## src/rtl/hdmi_scanout_if.sv

```systemverilog
// hdmi_scanout_if: groups the scanout's RAM read ports, the PPU row-swap
// control and the video outputs toward the HDMI transmitter.
//   master : the scanout side (drives addresses, swap control, video)
//   slave  : RAMs / PPU / transmitter side (drives read data)
interface hdmi_scanout_if;
    logic [8:0]  rowram_rdaddr;
    logic [8:0]  rowram_rddata;
    logic [8:0]  palram_rdaddr;
    logic [23:0] palram_rddata;
    logic        rowram_swap;
    logic [7:0]  next_row;
    logic [23:0] vid_rgb;
    logic        vid_hsync;
    logic        vid_vsync;
    logic        vid_de;

    modport master (
        output rowram_rdaddr, input rowram_rddata,
        output palram_rdaddr, input palram_rddata,
        output rowram_swap, output next_row,
        output vid_rgb, output vid_hsync, output vid_vsync, output vid_de
    );

    modport slave (
        input  rowram_rdaddr, output rowram_rddata,
        input  palram_rdaddr, output palram_rddata,
        input  rowram_swap, input next_row,
        input  vid_rgb, input vid_hsync, input vid_vsync, input vid_de
    );
endinterface

```

## src/rtl/hdmi_scanout.sv

```systemverilog
// hdmi_scanout: 640x480@60 scanout from the 50 MHz system clock.
// Reads the PPU's displayed row buffer, maps indices through the palette RAM
// and drives RGB/sync/DE. Each 320x240 game pixel is doubled in both axes.
// Also schedules PPU row-buffer flips (rowram_swap) and tells the PPU which
// game row to prepare next (next_row).
// Ports:
//   clk    : 50 MHz system clock
//   rst_n  : synchronous active-low reset
//   bus    : hdmi_scanout_if.master (row/palette RAM reads, swap control, video)
module hdmi_scanout #(
    parameter int unsigned H_VISIBLE = 640,
    parameter int unsigned H_FRONT   = 16,
    parameter int unsigned H_SYNC    = 96,
    parameter int unsigned H_BACK    = 48,
    parameter int unsigned V_VISIBLE = 480,
    parameter int unsigned V_FRONT   = 10,
    parameter int unsigned V_SYNC    = 2,
    parameter int unsigned V_BACK    = 33,
    parameter int unsigned GAME_ROWS = 240
) (
    input  logic           clk,
    input  logic           rst_n,
    hdmi_scanout_if.master bus
);
    localparam int unsigned H_TOTAL  = H_VISIBLE + H_FRONT + H_SYNC + H_BACK;
    localparam int unsigned V_TOTAL  = V_VISIBLE + V_FRONT + V_SYNC + V_BACK;
    localparam int unsigned HS_START = H_VISIBLE + H_FRONT;
    localparam int unsigned HS_END   = HS_START + H_SYNC;
    localparam int unsigned VS_START = V_VISIBLE + V_FRONT;
    localparam int unsigned VS_END   = VS_START + V_SYNC;

    typedef enum logic {ST_INIT, ST_RUN} state_t;
    state_t state, state_next;
    logic   init_fire;

    logic       pix_en;
    logic [9:0] h, v, h_next, v_next;
    logic       vis_next;
    logic       de, hs, vs;
    logic       de_d, hs_d, vs_d;
    logic       swap_line;
    logic [9:0] row_shown;
    logic [7:0] swap_row;

    // Init pulse: one swap on the first clock out of reset so the PPU starts
    // building row 0 well before the regular swap on the last frame line.
    always_ff @(posedge clk) begin
        if (!rst_n) state <= ST_INIT;
        else        state <= state_next;
    end

    always_comb begin
        state_next = state;
        init_fire  = 1'b0;
        case (state)
            ST_INIT: begin
                init_fire  = 1'b1;
                state_next = ST_RUN;
            end
            ST_RUN:  state_next = ST_RUN;
            default: state_next = ST_INIT;
        endcase
    end

    always_comb begin
        h_next = h + 10'd1;
        v_next = v;
        if (h == 10'(H_TOTAL - 1)) begin
            h_next = '0;
            v_next = (v == 10'(V_TOTAL - 1)) ? '0 : v + 10'd1;
        end
        vis_next = (h_next < 10'(H_VISIBLE)) && (v_next < 10'(V_VISIBLE));

        de = (h < 10'(H_VISIBLE)) && (v < 10'(V_VISIBLE));
        hs = !((h >= 10'(HS_START)) && (h < 10'(HS_END)));
        vs = !((v >= 10'(VS_START)) && (v < 10'(VS_END)));

        // Odd visible lines finish showing the lower copy of a game row; the
        // row after the one about to be displayed is what the PPU builds next.
        swap_line = (h == 10'(H_VISIBLE)) &&
                    ((v[0] && (v <= 10'(V_VISIBLE - 3))) || (v == 10'(V_TOTAL - 1)));
        row_shown = (v + 10'd1) >> 1;
        if (v == 10'(V_TOTAL - 1))                swap_row = 8'd1;
        else if (row_shown == 10'(GAME_ROWS - 1)) swap_row = '0;
        else                                      swap_row = 8'(row_shown + 10'd1);
    end

    always_ff @(posedge clk) begin
        if (!rst_n) begin
            pix_en            <= 1'b0;
            h                 <= '0;
            v                 <= 10'(V_TOTAL - 3);
            de_d              <= 1'b0;
            hs_d              <= 1'b1;
            vs_d              <= 1'b1;
            bus.rowram_rdaddr <= '0;
            bus.palram_rdaddr <= '0;
            bus.rowram_swap   <= 1'b0;
            bus.next_row      <= '0;
            bus.vid_rgb       <= '0;
            bus.vid_hsync     <= 1'b1;
            bus.vid_vsync     <= 1'b1;
            bus.vid_de        <= 1'b0;
        end else begin
            pix_en          <= ~pix_en;
            bus.rowram_swap <= 1'b0;
            // Registered on the idle half so the pulse lands on the pix_en
            // cycle while h already reads H_VISIBLE.
            if (init_fire) begin
                bus.rowram_swap <= 1'b1;
                bus.next_row    <= '0;
            end else if (!pix_en && swap_line) begin
                bus.rowram_swap <= 1'b1;
                bus.next_row    <= swap_row;
            end
            if (pix_en) begin
                h                 <= h_next;
                v                 <= v_next;
                bus.rowram_rdaddr <= vis_next ? h_next[9:1] : '0;
                bus.palram_rdaddr <= bus.rowram_rddata;
                de_d              <= de;
                hs_d              <= hs;
                vs_d              <= vs;
                bus.vid_rgb       <= de_d ? bus.palram_rddata : '0;
                bus.vid_hsync     <= hs_d;
                bus.vid_vsync     <= vs_d;
                bus.vid_de        <= de_d;
            end
        end
    end
endmodule

```

## src/flat_wrapper.sv

```systemverilog
// flat-port wrapper written by rule: the top's interface ports become plain ports
module hdmi_scanout_flat 
#(
    parameter int unsigned H_VISIBLE = 640,
    parameter int unsigned H_FRONT   = 16,
    parameter int unsigned H_SYNC    = 96,
    parameter int unsigned H_BACK    = 48,
    parameter int unsigned V_VISIBLE = 480,
    parameter int unsigned V_FRONT   = 10,
    parameter int unsigned V_SYNC    = 2,
    parameter int unsigned V_BACK    = 33,
    parameter int unsigned GAME_ROWS = 240
)
  (clk, rst_n, bus_rowram_rdaddr, bus_rowram_rddata, bus_palram_rdaddr, bus_palram_rddata, bus_rowram_swap, bus_next_row, bus_vid_rgb, bus_vid_hsync, bus_vid_vsync, bus_vid_de);
  hdmi_scanout_if bus_i ();
  input  logic clk;
  input  logic rst_n;
  output wire logic [$bits(bus_i.rowram_rdaddr)-1:0] bus_rowram_rdaddr;
  input wire logic [$bits(bus_i.rowram_rddata)-1:0] bus_rowram_rddata;
  output wire logic [$bits(bus_i.palram_rdaddr)-1:0] bus_palram_rdaddr;
  input wire logic [$bits(bus_i.palram_rddata)-1:0] bus_palram_rddata;
  output wire logic [$bits(bus_i.rowram_swap)-1:0] bus_rowram_swap;
  output wire logic [$bits(bus_i.next_row)-1:0] bus_next_row;
  output wire logic [$bits(bus_i.vid_rgb)-1:0] bus_vid_rgb;
  output wire logic [$bits(bus_i.vid_hsync)-1:0] bus_vid_hsync;
  output wire logic [$bits(bus_i.vid_vsync)-1:0] bus_vid_vsync;
  output wire logic [$bits(bus_i.vid_de)-1:0] bus_vid_de;
  assign bus_rowram_rdaddr = bus_i.rowram_rdaddr;
  assign bus_i.rowram_rddata = bus_rowram_rddata;
  assign bus_palram_rdaddr = bus_i.palram_rdaddr;
  assign bus_i.palram_rddata = bus_palram_rddata;
  assign bus_rowram_swap = bus_i.rowram_swap;
  assign bus_next_row = bus_i.next_row;
  assign bus_vid_rgb = bus_i.vid_rgb;
  assign bus_vid_hsync = bus_i.vid_hsync;
  assign bus_vid_vsync = bus_i.vid_vsync;
  assign bus_vid_de = bus_i.vid_de;
  hdmi_scanout #(.H_VISIBLE(H_VISIBLE), .H_FRONT(H_FRONT), .H_SYNC(H_SYNC), .H_BACK(H_BACK), .V_VISIBLE(V_VISIBLE), .V_FRONT(V_FRONT), .V_SYNC(V_SYNC), .V_BACK(V_BACK), .GAME_ROWS(GAME_ROWS)) u_core (.clk(clk), .rst_n(rst_n), .bus(bus_i));
endmodule
```

## config.mk

```make
export PLATFORM = sky130hd
export DESIGN_NAME = hdmi_scanout_flat
export DESIGN_NICKNAME = d
export VERILOG_FILES = /design/src/rtl/hdmi_scanout_if.sv /design/src/rtl/hdmi_scanout.sv /design/src/flat_wrapper.sv
export SDC_FILE = /design/constraint.sdc
export NUM_CORES = 1
export LEC_CHECK = 0
export BUFFER_PORTS_ARGS = -buffer_cell sky130_fd_sc_hd__buf_2
export CAP_MARGIN = 20
export CORE_MARGIN = 2
export CORE_UTILIZATION = 43
export CTS_BUF_LIST = sky130_fd_sc_hd__clkbuf_4
export CTS_CLUSTER_DIAMETER = 50
export CTS_CLUSTER_SIZE = 28
export DETAILED_ROUTE_END_ITERATION = 8
export GPL_ROUTABILITY_DRIVEN = 0
export PLACE_DENSITY = 0.69
export SETUP_SLACK_MARGIN = 0.2
export SYNTH_ARGS = -nofsm -noshare
export SYNTH_HDL_FRONTEND = slang
export SYNTH_SLANG_ARGS = --single-unit
```

## constraint.sdc

```tcl
create_clock -name clk -period 2.4 [get_ports clk]
set_clock_uncertainty 0.15 [all_clocks]
set_input_delay 0.24 -clock clk [delete_from_list [all_inputs] [get_ports clk]]
set_output_delay 0.24 -clock clk [all_outputs]
set_load 0.05 [all_outputs]
```

Word level (Yosys, flattened, before mapping)
Cells that the tools add are included.
- bits of input ports: 35
- logic and storage cells: 54
- output and inout bits: 54
- register bits: 79
- equality and inequality tests: 4
- $add $sub $neg: 3
- magnitude comparators: 9
- reductions and logical operators: 12
- multiplexer cells: 10
- bitwise logic cells: 1
- operators with widths (operator ; count):
    equality test 10 bit (second input constant) ; 3
    < comparator 10 bit (second input constant) ; 3
    < comparator 10 x 9 -> 1 bit (second input constant) ; 3
    two-way mux 10 bit ; 3
    two-way mux 24 bit ; 1
    adder 10 x 1 -> 10 bit (second input constant) ; 2
    two-way mux 8 bit ; 2
    greater-or-equal comparator 10 bit (second input constant) ; 1
    greater-or-equal comparator 10 x 9 -> 1 bit (second input constant) ; 1
    less-or-equal comparator 10 x 9 -> 1 bit (second input constant) ; 1
    equality test 9 x 8 -> 1 bit (second input constant) ; 1
    two-way mux 9 bit ; 1
    adder 8 x 1 -> 8 bit (second input constant) ; 1
    logical AND 1 bit ; 7
    zero test 1 bit ; 3
    two-way mux 1 bit ; 3
    AND reduction 2 bit ; 1
    logical OR 1 bit ; 1
    inverter 1 bit ; 1

Depth between registers and ports, before layout
- depth after elaboration: 7
- depth in mapped cells: 10
- gate-level depth less buffers: 8

Worst setup path before layout
No wires, ideal clock.
- path type: reg2reg
- start point: register u_core.v[1]
- end point: register u_core.bus.next_row[6]
- library setup time: 0.121 ns
- buffers on the path: 1
- data required time: 2.129 ns
- cell stages (with the launch flop): 10
- slack: -0.043 ns
- arrival: 2.173 ns
- clock period less this slack: 2.443 ns
- cells stage by stage: dfxtp_1 > clkbuf_1 > inv_1 > ha_1 > ha_1 > nand2_1 > o311ai_1 > nand4_1 > nand2_1 > o31ai_1
- word-level cells in the longest chain between the ends: 5
- elaborated cells between the ends (all ways): 11
- those cells by class: add/sub (2); order compare (1); eq/ne (2); mux (2); reduce/logical (4)
- ends and longest elaborated chain (element ; RTL line ; source):
    from (decl) ; hdmi_scanout.sv:37 ; logic [9:0] h, v, h_next, v_next;
    from (signal assigned) ; hdmi_scanout.sv:92 ; v <= 10'(V_TOTAL - 3);
    from (signal assigned) ; hdmi_scanout.sv:118 ; v <= v_next;
    parallel branches: the longest is 5 deep, another holds adder 10 x 1 -> 10 bit ; n/a ;
    to (signal assigned) ; hdmi_scanout.sv:114 ; bus.next_row <= swap_row;
    to (decl) ; hdmi_scanout_if.sv:20 ; output rowram_swap, output next_row,
Several ways; the timed one is not identified.
A chain may end at the register's enable or synchronous reset.

Worst setup path in the final report
- start point: register u_core.v[6]
- end point: register u_core.bus.next_row[6]
Same word-level chain as after synthesis.

==> results.yml <==
timing:
  slew_headroom_pct: 58.3
  worstMarginPinSlew_ns: 0.617
  hold_viol: 0
  rsz0062_at_grt: "true"
  final_max_slew_viol_count: 0
  whs_ns: 0.308
  clock.fmax_ghz: 0.448
  setup-violations-final: 0
  period_share_pct: 93.1
  fin_crit_ns: 2.23
placed_design:
  post_dp_cell_area_sq_um: 4570
  hpwl_um: 6690
  io_buffers: 88
global_routing:
  grt_max_degree: 37
  grt_pass1_wl_um: 16700
  antenna_found_initial: 0
  gr-total-overflow: 0
  grtUsageTotal_pct: 20.8
  grt_pass1_vias: 3575
synthesis:
  post-synth-top-area-cell: "dfxtp_1"
  yosysTopAreaCellShare_pct: 41.3
  seq_area_frac_synth_pct: 41.3
  yosysWarnings: 0
  synthTopCellsByArea: "dfxtp_1 (41%), a22o_1 (6.2%), nand2_1 (3.5%)"
  synth_commonest_cells: "dfxtp_1 (79), nand2_1 (36), a22o_1 (27), clkbuf_1 (24)"
  synth_fp_nets: 463
  syn-cell-area_sq_um: 3830
  synth_most_common_cell: "dfxtp_1"
  synth_cell_type_count: 59
  synth-edff-count: 0
  ys_seq_elements: 79
  synthArstFlopShare_pct: 0
  synth_area_per_cell_sq_um: 9.11
  ys.flop_type: "dfxtp_1"
  postSynthCellCount: 421
floorplanning:
  num_rows: 34
  die_x_um: 98.4
  boundaryPins: 89
  fp.dieArea_sq_um: 9690
  coreArea_sq_um: 8680
  die_h_um: 98.4
  initial_core_util_pct: 44.2
setup_path:
  arrival_ns: 2.44
  path_class: "reg2reg"
  critPathMaxFanout: 4
  cp-end-kind: "flip-flop"
  crit_slowest_cell: "or4b_4"
  worst_path_dominant_cell_family: "simple AND/OR/NAND/NOR gates"
  cpPeakStageDelay_ns: 0.60
  start_kind: "flip-flop"
  required_ns: 2.60
  crit_buf_inv: 1
  path_cells: "or4b_4 > nor2_4 > o21bai_2 > a2111oi_4 > buf_4 > nand3_4 > o31ai_2"
cts:
  tritoncts: "done"
  clkSlewWorstSetupHoldPaths_ns: 0.14
  cts_sinks: 79
  cts_buffers: 9
  root_buffer: "clkbuf_4"
  clock_path_buffers: 2
  cts_max_level: 3
  clk_latency_ns: 0.44
cells_and_area:
  area.growth.synth_to_final_pct: 37.0
  layout-drive-gt1-share_pct: 33.7
  utilization_pct: 60.5
  nets: 607
  antennaDiodeCount: 0
  design_area_sq_um: 5250
routing:
  drc: 0
  detail_route.wl_per_cell_um: 14.7
  drt-vias-per-instance: 5.32
  wirelength_um: 9950
  vias: 3608
  drtAntennaViolNets: 0
  drt_iter0_markers: 135
  firstDrtPassIters: 4
power:
  vdd_drop_max_mv: 0.439
  total_power_uw: 2330
  power_density_nw_per_um2: 444
  leakagePower_uw: 0.00232
outcome:
  status: "completed"
job:
  maxCapViolations: 0
worst_hold_path:
  min_path_type: "reg2reg"
## flip-flops by register name, summed over array words and instances, names as in the netlist
name and count:
u_core.h 10, u_core.bus.vid_vsync 1, u_core.bus.vid_de 1, u_core.hs_d 1, u_core.bus.palram_rdaddr 9, u_core.bus.rowram_swap 1, u_core.v 10, u_core.bus.rowram_rdaddr 9
u_core.state 1, u_core.pix_en 1, u_core.bus.vid_rgb 24, u_core.vs_d 1, u_core.de_d 1, u_core.bus.next_row 8, u_core.bus.vid_hsync 1
## through the flow
| step | cells | setup TNS, ns | setup WS (ns) |
|---|---|---|---|
| after global placement | 618 | -0.00919 | -0.00919 |
| after floorplan | 421 | 0 | 0.138 |
| after CTS | 673 | 0 | 0.163 |
| after global routing | 678 | 0 | 0.0752 |
| final | 678 | 0 | 0.166 |
| after detailed placement | 618 | -0.238 | -0.0549 |
## worst register-to-register path, stage by stage (launching register included)
cell       delay (ns)
dfxtp_2          0.35
or4b_4           0.60
nor2_4           0.11
o21bai_2         0.08
a2111oi_4        0.40
buf_4            0.21
nand3_4          0.08
o31ai_2          0.18
## kinds of logic after synthesis
group	count (synthesis)	synth area share (%)
adder cells (fa/ha/maj)	7	2.28
multiplexers	12	3.13
flip-flops	79	41.3
AND/OR/NAND/NOR	160	23.3
AO/OA/AOI/OAI	98	20.0
XOR/XNOR	23	5.25
buffers and inverters	42	4.83
## layer usage
layer / GRT usage [%] / part of all wire [%] / vias to the layer above
met5: 0 / 0 / -
met4: 6.74 / 1.3 / 0
met3: 4.26 / 4.6 / 15
met1: 25.3 / 43 / 1704
li1: - / - / 1797
met2: 36.8 / 51 / 92
## path summary, 6_finish.rpt
check / startpoint / endpoint / slack [ns] / cells after the start
setup / recovery: u_core.v[6] / u_core.bus.next_row[6] / 0.17 / 7
hold / removal: u_core.hs_d / u_core.hs_d / 0.31 / 2
setup reg to reg: u_core.v[6] / u_core.bus.next_row[6] / 0.17 / 7
hold reg to reg: u_core.hs_d / u_core.hs_d / 0.31 / 2
## what timing repair did
| action | CTS | global route |
|---|---|---|
| buffers inserted | 5 | 5 |
| resized for setup | 18 | 17 |
| hold buffers | 34 | 0 |
| endpoints found under the setup margin | 20 | 18 |
| pin swaps | 8 | 12 |
| endpoints found under the hold margin | 34 | 0 |
## final cells by class
cell class              instances  area, sq um
clock buffers                   9         67.6
multi-input cells             300         2200
fillers                       757         3430
repair buffers                168         1150
inverters                       7         26.3
well taps                     108          135
flip-flops and latches         79         1600
clock inverters                 7         72.6
## cell usage in the layout, fill, tap and decap left out, types with 3 or more instances in the layout
master / count
and3_1: 5
nand2_1: 34
a21o_1: 4
clkbuf_4: 9
nand2b_1: 8
dlygate4sd3_1: 34
dfxtp_2: 7
o21bai_1: 3
nor2_1: 18
o21a_1: 4
buf_2: 88
nand3b_1: 3
nor3_1: 9
ha_1: 5
nand3_1: 14
dfxtp_1: 69
dfxtp_4: 3
a32o_1: 6
inv_1: 7
inv_6: 3
a22o_1: 27
and2_1: 12
a21oi_1: 10
xnor2_1: 12
xor2_1: 11
mux2i_1: 12
nor2b_1: 18
nand4_1: 11
buf_4: 43
o21ai_0: 17
## report_power, final
group	switching, uW	internal [uW]
sequential	10.6	1330
clock	540	247
combinational	114	96.3
Power figures use the tool's default switching activity.
